## src/rtl/intt_butterfly_if.sv

```systemverilog
// Handshake and operand bundle for the inverse-NTT butterfly.
// The slave side is the butterfly; the master side is whoever feeds and drains it.
interface intt_butterfly_if #(
  parameter int W = 12
);
  logic         in_valid;
  logic         in_ready;
  logic [W-1:0] in_a;
  logic [W-1:0] in_b;
  logic [W-1:0] in_zeta;
  logic         in_mode;
  logic         out_valid;
  logic         out_ready;
  logic [W-1:0] out_a;
  logic [W-1:0] out_b;

  modport master (
    output in_valid, in_a, in_b, in_zeta, in_mode, out_ready,
    input  in_ready, out_valid, out_a, out_b
  );

  modport slave (
    input  in_valid, in_a, in_b, in_zeta, in_mode, out_ready,
    output in_ready, out_valid, out_a, out_b
  );
endinterface

```

## src/rtl/intt_butterfly.sv

```systemverilog
// Gentleman-Sande inverse-NTT butterfly: a' = a+b, b' = zeta*(b-a) (or b-a), all mod Q.
// Three-stage pipeline (add/sub, multiply, Barrett reduce) with a global advance enable.
module intt_butterfly #(
  parameter int Q = 3329,
  parameter int W = 12
) (
  input logic              clk,
  input logic              rst_n,
  intt_butterfly_if.slave  bus
);

  localparam int              KB        = 2 * W;
  localparam logic [W:0]      Q_EXT     = (W+1)'(Q);
  localparam logic [2*W-1:0]  Q_WIDE    = (2*W)'(Q);
  // floor(2^(2W) / Q); products are below Q^2 < 2^(2W), so the quotient estimate is short by at most one.
  localparam logic [W+1:0]    BARRETT_M = (W+2)'((64'd1 << KB) / 64'(Q));

  logic adv;

  logic         s1_valid, s2_valid, out_valid_q;
  logic [W-1:0] s1_sum, s1_diff, s1_zeta, s2_sum;
  logic         s1_mode, s2_mode;
  logic [2*W-1:0] s2_prod;
  logic [W-1:0] out_a_q, out_b_q;

  logic [W:0]          sum_raw, sum_red;
  logic signed [W+1:0] diff_raw;
  logic [W+1:0]        diff_red;

  logic [3*W+1:0] bm_prod;
  logic [W+1:0]   q_est;
  logic [2*W-1:0] q_est_wide;
  logic [W:0]     rem;
  logic [W-1:0]   prod_red;

  assign adv          = !out_valid_q || bus.out_ready;
  assign bus.in_ready = adv;
  assign bus.out_valid = out_valid_q;
  assign bus.out_a     = out_a_q;
  assign bus.out_b     = out_b_q;

  // NOTE: every variable here is assigned on every pass, so no latch can be inferred.
  always_comb begin
    sum_raw  = {1'b0, bus.in_a} + {1'b0, bus.in_b};
    sum_red  = (sum_raw >= Q_EXT) ? sum_raw - Q_EXT : sum_raw;
    diff_raw = $signed({2'b00, bus.in_b}) - $signed({2'b00, bus.in_a});
    diff_red = diff_raw[W+1] ? $unsigned(diff_raw) + {1'b0, Q_EXT} : $unsigned(diff_raw);
  end

  always_comb begin
    bm_prod    = {{(W+2){1'b0}}, s2_prod} * {{(2*W){1'b0}}, BARRETT_M};
    q_est      = (W+2)'(bm_prod >> KB);
    q_est_wide = {{(W-2){1'b0}}, q_est};
    rem        = (W+1)'(s2_prod - q_est_wide * Q_WIDE);
    prod_red   = W'((rem >= Q_EXT) ? rem - Q_EXT : rem);
  end

  // NOTE: sequential state uses non-blocking assignments so every stage samples pre-edge values.
  always_ff @(posedge clk or negedge rst_n) begin
    if (!rst_n) begin
      s1_valid    <= 1'b0;
      s2_valid    <= 1'b0;
      out_valid_q <= 1'b0;
      out_a_q     <= '0;
      out_b_q     <= '0;
    end else if (adv) begin
      s1_valid    <= bus.in_valid;
      s2_valid    <= s1_valid;
      out_valid_q <= s2_valid;
      out_a_q     <= s2_sum;
      out_b_q     <= s2_mode ? W'(s2_prod) : prod_red;
    end
  end

  // NOTE: interior data registers carry no reset; their contents are only observed behind a valid bit.
  always_ff @(posedge clk) begin
    if (adv) begin
      s1_sum  <= W'(sum_red);
      s1_diff <= W'(diff_red);
      s1_zeta <= bus.in_zeta;
      s1_mode <= bus.in_mode;
      s2_sum  <= s1_sum;
      s2_mode <= s1_mode;
      s2_prod <= s1_mode ? {{W{1'b0}}, s1_diff}
                         : {{W{1'b0}}, s1_diff} * {{W{1'b0}}, s1_zeta};
    end
  end

endmodule
```

## src/flat_wrapper.sv

```systemverilog
// flat-port wrapper written by rule: the top's interface ports become plain ports
module intt_butterfly_flat 
#(
  parameter int Q = 3329,
  parameter int W = 12
)
  (clk, rst_n, bus_in_valid, bus_in_a, bus_in_b, bus_in_zeta, bus_in_mode, bus_out_ready, bus_in_ready, bus_out_valid, bus_out_a, bus_out_b);
  intt_butterfly_if #(.W(W)) bus_i ();
  input logic clk;
  input logic rst_n;
  input wire logic [$bits(bus_i.in_valid)-1:0] bus_in_valid;
  input wire logic [$bits(bus_i.in_a)-1:0] bus_in_a;
  input wire logic [$bits(bus_i.in_b)-1:0] bus_in_b;
  input wire logic [$bits(bus_i.in_zeta)-1:0] bus_in_zeta;
  input wire logic [$bits(bus_i.in_mode)-1:0] bus_in_mode;
  input wire logic [$bits(bus_i.out_ready)-1:0] bus_out_ready;
  output wire logic [$bits(bus_i.in_ready)-1:0] bus_in_ready;
  output wire logic [$bits(bus_i.out_valid)-1:0] bus_out_valid;
  output wire logic [$bits(bus_i.out_a)-1:0] bus_out_a;
  output wire logic [$bits(bus_i.out_b)-1:0] bus_out_b;
  assign bus_i.in_valid = bus_in_valid;
  assign bus_i.in_a = bus_in_a;
  assign bus_i.in_b = bus_in_b;
  assign bus_i.in_zeta = bus_in_zeta;
  assign bus_i.in_mode = bus_in_mode;
  assign bus_i.out_ready = bus_out_ready;
  assign bus_in_ready = bus_i.in_ready;
  assign bus_out_valid = bus_i.out_valid;
  assign bus_out_a = bus_i.out_a;
  assign bus_out_b = bus_i.out_b;
  intt_butterfly #(.Q(Q), .W(W)) u_core (.clk(clk), .rst_n(rst_n), .bus(bus_i));
endmodule
```

## config.mk

```make
export PLATFORM = sky130hd
export DESIGN_NAME = intt_butterfly_flat
export DESIGN_NICKNAME = d
export VERILOG_FILES = /design/src/rtl/intt_butterfly_if.sv /design/src/rtl/intt_butterfly.sv /design/src/flat_wrapper.sv
export SDC_FILE = /design/constraint.sdc
export NUM_CORES = 1
export LEC_CHECK = 0
export ABC_AREA = 1
export CORE_UTILIZATION = 40
export DETAILED_ROUTE_END_ITERATION = 7
export GPL_TIMING_DRIVEN = 0
export RECOVER_POWER = 25
export SLEW_MARGIN = 20
export SYNTH_ARGS = -nofsm -noshare
export SYNTH_HDL_FRONTEND = slang
export SYNTH_SLANG_ARGS = --single-unit
```

## constraint.sdc

```tcl
create_clock -name clk -period 16.54 [get_ports clk]
set_input_delay 3.308 -clock clk [delete_from_list [all_inputs] [get_ports clk]]
set_output_delay 3.308 -clock clk [all_outputs]
set_load 0.05 [all_outputs]
```

## Word level (Yosys, flattened, before mapping)

Cells that the tools add are included.

- Bits in registers: 101
- Input port bits: 41

- Add/sub/neg operators: 6
- Multipliers: 3
- $lt $le $gt $ge: 2
- Multiplexer cells: 5
- Reductions and logical operators: 2

Operators with widths:

| operator | count |
|---|---|
| 12-bit 2-to-1 mux | 5 |
| 24-bit by 13-bit multiplier with 37-bit output, second input constant | 1 |
| 13-bit by 12-bit greater-or-equal comparator with 1-bit output, second input constant | 2 |
| 12-bit by 12-bit multiplier with 24-bit output | 1 |
| 12-bit subtractor, second input constant | 2 |
| 12-bit by 12-bit adder with 13-bit output | 1 |
| 13-bit by 12-bit multiplier with 13-bit output, second input constant | 1 |
| 12-bit by 12-bit subtractor with 13-bit output | 1 |
| 13-bit subtractor | 1 |
| 12-bit adder, second input constant | 1 |
| 1-bit zero test | 1 |
| 1-bit logical OR | 1 |

## Longest topological paths before layout

- Depth in word-level cells: 6
- Depth in mapped cells: 53
- Depth with buffers taken out: 52

## Worst setup path after synthesis

No wires, ideal clock.

- Kind: input port to output port
- From: in bus_out_ready
- To: out bus_in_ready
- Data arrival time: 6.136 ns
- Data required time: 13.232 ns
- Setup slack: 7.096 ns
- Stages: 3
- Cells stage by stage: nor2_1 clkinv_1 clkbuf_1

- Word-level cells in the longest chain between the ends: 1

RTL lines:

| item | RTL line | RTL |
|---|---|---|
| start: declaration | flat_wrapper.sv:16 | `input wire logic [$bits(bus_i.out_ready)-1:0] bus_out_ready;` |
| 1-bit logical OR | intt_butterfly.sv:36 | `assign adv = !out_valid_q \|\| bus.out_ready;` |
| end: declaration | flat_wrapper.sv:17 | `output wire logic [$bits(bus_i.in_ready)-1:0] bus_in_ready;` |

Every way passes these cells.

## Final worst setup path

- From: reg u_core.s2_prod[10]
- To: reg u_core.out_b_q[5], in the netlist u_core.bus.out_b[5]

- Word-level cells in the longest chain between the ends: 6
- Elaborated cells on any way between the ends: 7
- Those cells by class: add/sub: 2; mul: 2; order compare: 1; mux: 2

RTL lines:

| item | RTL line | RTL |
|---|---|---|
| start: declaration | intt_butterfly.sv:23 | `logic [2*W-1:0] s2_prod;` |
| start signal: assignment | intt_butterfly.sv:84 | `s2_prod <= s1_mode ? {{W{1'b0}}, s1_diff}` |
| 24-bit by 13-bit multiplier with 37-bit output | intt_butterfly.sv:51 | `bm_prod = {{(W+2){1'b0}}, s2_prod} * {{(2*W){1'b0}}, BARRETT_M};` |
| 13-bit by 12-bit multiplier with 13-bit output | intt_butterfly.sv:54 | `rem = (W+1)'(s2_prod - q_est_wide * Q_WIDE);` |
| 13-bit subtractor * | intt_butterfly.sv:54 |  |
| 12-bit subtractor or 13-bit by 12-bit greater-or-equal comparator with 1-bit output (tied branches) | intt_butterfly.sv:55 | `prod_red = W'((rem >= Q_EXT) ? rem - Q_EXT : rem);` |
| 12-bit 2-to-1 mux * | intt_butterfly.sv:55 |  |
| 12-bit 2-to-1 mux * | intt_butterfly.sv:71 | `out_b_q <= s2_mode ? W'(s2_prod) : prod_red;` |
| end signal: assignment | intt_butterfly.sv:71 |  |
| end: declaration | intt_butterfly.sv:24 | `logic [W-1:0] out_a_q, out_b_q;` |

Every way passes the cells marked *; elsewhere a longest branch is shown, timed or not.
A chain may end at the register's enable or synchronous reset.

==> run_results.csv <==
group,metric,value,unit
status,status,"completed",
finish,drive_gt1_share,3.83,%
clock_network,clock_latency,0.37,ns
grt,overflow,0,
setup_path,cp_data_required_time,16.80,ns
routing,ant_nets,0,
min_path,hp-start,"u_core.s1_sum[8]",
setup_path,cp.arrival,9.88,ns
die,die_height,210,microns
routing,first_iter_violations,602,
clock_network,cts_max_level,3,
die,rows,75,
setup_path,critPathKind,"flop to flop",
setup_path,critPathMaxStageDelay,0.77,ns
grt,grt_pass1_wl,65600,microns
setup_path,start_kind,"flop",
routing,viasPerCell,4.77,
synthesis,synth-simple-area-share,16.4,%
finish,antenna_cells,0,
setup_path,rr_startpoint,"u_core.s2_prod[10]",
synthesis,synth_seq_cells,101,
finish,stdcell_count,2718,
sta,slew_viol_final,0,
setup_path,cp_common_cell,"nand2_1",
sta,hold_viol_final,0,
sta,fin_crit_sh,58.2,%
routing,num_vias,12970,
synthesis,ys_seq_area_share,16.7,%
finish,final_nets,2657,
sta,worstMarginPinSlew,1.46,ns
sta,clock_skew,0.0142,ns
finish,area_growth,9.90,%
placed_design,gp_congestion,0.881,
placed_design,dpl.hpwl,32800,microns
clock_network,cts-buffers-inserted,9,
sta,max_slew_margin,2.64,%
setup_path,endpoint_kind,"flop",
clock_network,cts.clk_slew.worst_paths,0.08,ns
synthesis,synthTopCellsByArea,"fa_1 27%, ha_1 18%, edfxtp_1 13%, inv_1 10%, nand2_1 10%",
clock_network,cts_resized,0,
finish,utilization,44.9,%
synthesis,synthArstFlopShare,26.7,%
synthesis,syn_area,0.0173,sq mm
min_path,holdPathStages,0,
grt,grt_use_total,18.5,%
sta,setup_viol_count_final,0,
routing,wire_per_inst,14.3,microns
sta,rsz0062_at_grt,"no",
setup_path,critPathLaunch,"u_core.s2_prod[10]",
synthesis,synth_warnings,0,
grt,grt_max_degree,54,
die,initial_core_util,40.9,%
synthesis,synth-xor-area-share,3.60,%
clock_network,tritoncts,"yes",
die,core_area,0.0423,sq mm
die,die_area,0.0441,sq mm
synthesis,synth_top_cell_area_share,27.1,%
clock_network,cts-root-buf,"clkbuf_16",
placed_design,dp.cells,2702,
die,die_w,210,microns
sta,fmax,104,MHz
synthesis,synthesis.nets,2579,
clock_network,cts_sinks,101,
synthesis,synth_top_family_by_area,"adder cells",
sta,fin_tns_setup,0,ns
finish,fill_cells,4163,
setup_path,reg2reg_depth,42,
synthesis,synth-edff-count,74,
grt,antenna_found_initial,1,
synthesis,syn_area_per_cell,8.41,sq um
synthesis,synth_compound_area_share,6.52,%
synthesis,synth_fa_ha_area_share,44.8,%
setup_path,path_max_fanout,10,
synthesis,yosysTopAreaCell,"fa_1",
clock_network,cts_hold_buf,0,
clock_network,postCtsSetupBuffers,0,
routing,drtPass1Iterations,7,
sta,period_needed,9.62,ns
run,drv_cap,0,
synthesis,synthCells,2058,
grt,grt_pass1_vias,13550,
setup_path,cpMaxStageDelayCell,"edfxtp_1",
synthesis,synth_flop_cell,"edfxtp_1",
clock_network,clk_path_buf_depth,2,
die,io_pins,67,
synthesis,synth_cell_types,51,
placed_design,numPortBuffers,66,
synthesis,synth_mux_area_share,0,%
routing,routed_wl,39000,microns
min_path,hp-class,"flop to flop",
routing,drc,0,
[kinds of logic after synthesis]
family / count (synthesis)
AO/OA/AOI/OAI: 197
XOR/XNOR: 66
adder cells (fa/ha/maj): 480
buffers and inverters: 532
AND/OR/NAND/NOR: 682
flip-flops: 101
[metrics by stage]
| stage | area, sq um | worst slack, ns | hold slack (ns) |
|---|---|---|---|
| global placement | 18700 | 4.64 | 0.401 |
| CTS | 19000 | 6.89 | 0.424 |
| global route | 19000 | 6.16 | 0.427 |
| detailed placement | 18700 | 6.93 | 0.405 |
| floorplan | 17300 | 7.10 | 0.400 |
| finish | 19000 | 6.92 | 0.422 |
[registers in the layout (all words and copies together), names as in the netlist]
register / flops
u_core.s2_prod: 24
u_core.bus.out_a: 12
u_core.bus.out_b: 12
u_core.s1_diff: 12
u_core.s1_sum: 12
u_core.s1_zeta: 12
u_core.s2_sum: 12
u_core.bus.out_valid: 1
u_core.s1_mode: 1
u_core.s1_valid: 1
u_core.s2_mode: 1
u_core.s2_valid: 1
[synth_stat cells (all sizes together), types with 7 or more instances]
| cell type | n |
|---|---|
| a21o | 7 |
| a21oi | 94 |
| buf | 13 |
| clkbuf | 33 |
| dfrtp | 27 |
| edfxtp | 74 |
| fa | 234 |
| ha | 246 |
| inv | 485 |
| nand2 | 490 |
| nand3 | 76 |
| nand4 | 15 |
| nor2 | 74 |
| nor3 | 13 |
| o21ai | 67 |
| o21bai | 7 |
| or2 | 7 |
| xnor2 | 21 |
| xor2 | 45 |
[layout make-up]
| cell class | count | area (sq um) | area share, % |
|---|---|---|---|
| buffer | 46 | 236 | 1.24 |
| tap | 577 | 722 | 3.80 |
| sequential | 101 | 2900 | 15.2 |
| clock inverter | 7 | 88.8 | 0.467 |
| multi-input combinational | 1425 | 12400 | 64.9 |
| inverter | 486 | 1820 | 9.59 |
| clock buffer | 9 | 225 | 1.18 |
| timing repair buffer | 67 | 674 | 3.55 |
[layout by cell type (no fill, tap or decap), types with 3 or more instances in the layout]
| cell | instances |
|---|---|
| nor2_2 | 4 |
| fa_1 | 234 |
| clkbuf_16 | 9 |
| inv_2 | 4 |
| o21ai_1 | 6 |
| clkdlybuf4s50_1 | 53 |
| buf_2 | 5 |
| a31oi_1 | 5 |
| inv_1 | 481 |
| or2_1 | 3 |
| or2_2 | 3 |
| dlygate4sd3_1 | 12 |
| dfrtp_1 | 27 |
| nand2_1 | 473 |
| clkbuf_1 | 32 |
| a21oi_1 | 90 |
| o21ai_0 | 56 |
| xor2_1 | 40 |
| inv_8 | 3 |
| a21oi_2 | 3 |
| o21a_1 | 6 |
| nor3_1 | 11 |
| a21o_1 | 7 |
| o21bai_1 | 7 |
| o21ai_2 | 5 |
| nor2_1 | 68 |
| nand2_2 | 16 |
| nand3b_1 | 3 |
| xnor2_1 | 20 |
| ha_1 | 246 |
| buf_6 | 6 |
| nand4_1 | 15 |
| xor2_2 | 5 |
| edfxtp_1 | 74 |
| nand3_1 | 74 |
| and2_1 | 3 |
[critical path: cells and delay by family, from the launching register on]
family,cells,cell delay (ns)
adder cells (fa/ha/maj),12,5.13
AO/OA/AOI/OAI,8,1.25
AND/OR/NAND/NOR,14,1.20
flip-flops,1,0.77
buffers and inverters,7,0.62
XOR/XNOR,1,0.50
[metal layers]
layer	vias up	routed length, microns	track usage, %
li1	6475	-	-
met1	6216	17500	23.6
met2	221	19300	33.2
met3	56	1220	1.70
met4	2	956	5.74
met5	-	13	0
[path summary, 6_finish.rpt]
check / end / slack (ns)
max: u_core.bus.out_b[5] / 6.92
min: u_core.s2_sum[8] / 0.42
max reg2reg: u_core.bus.out_b[5] / 6.92
min reg2reg: u_core.s2_sum[8] / 0.42
max in group asynchronous: u_core.s2_valid / 12.41
min in group asynchronous: u_core.bus.out_b[0] / 3.28
Power is not shown: default switching activity piles up to over one toggle a cycle in this logic, so the estimate is an artifact.
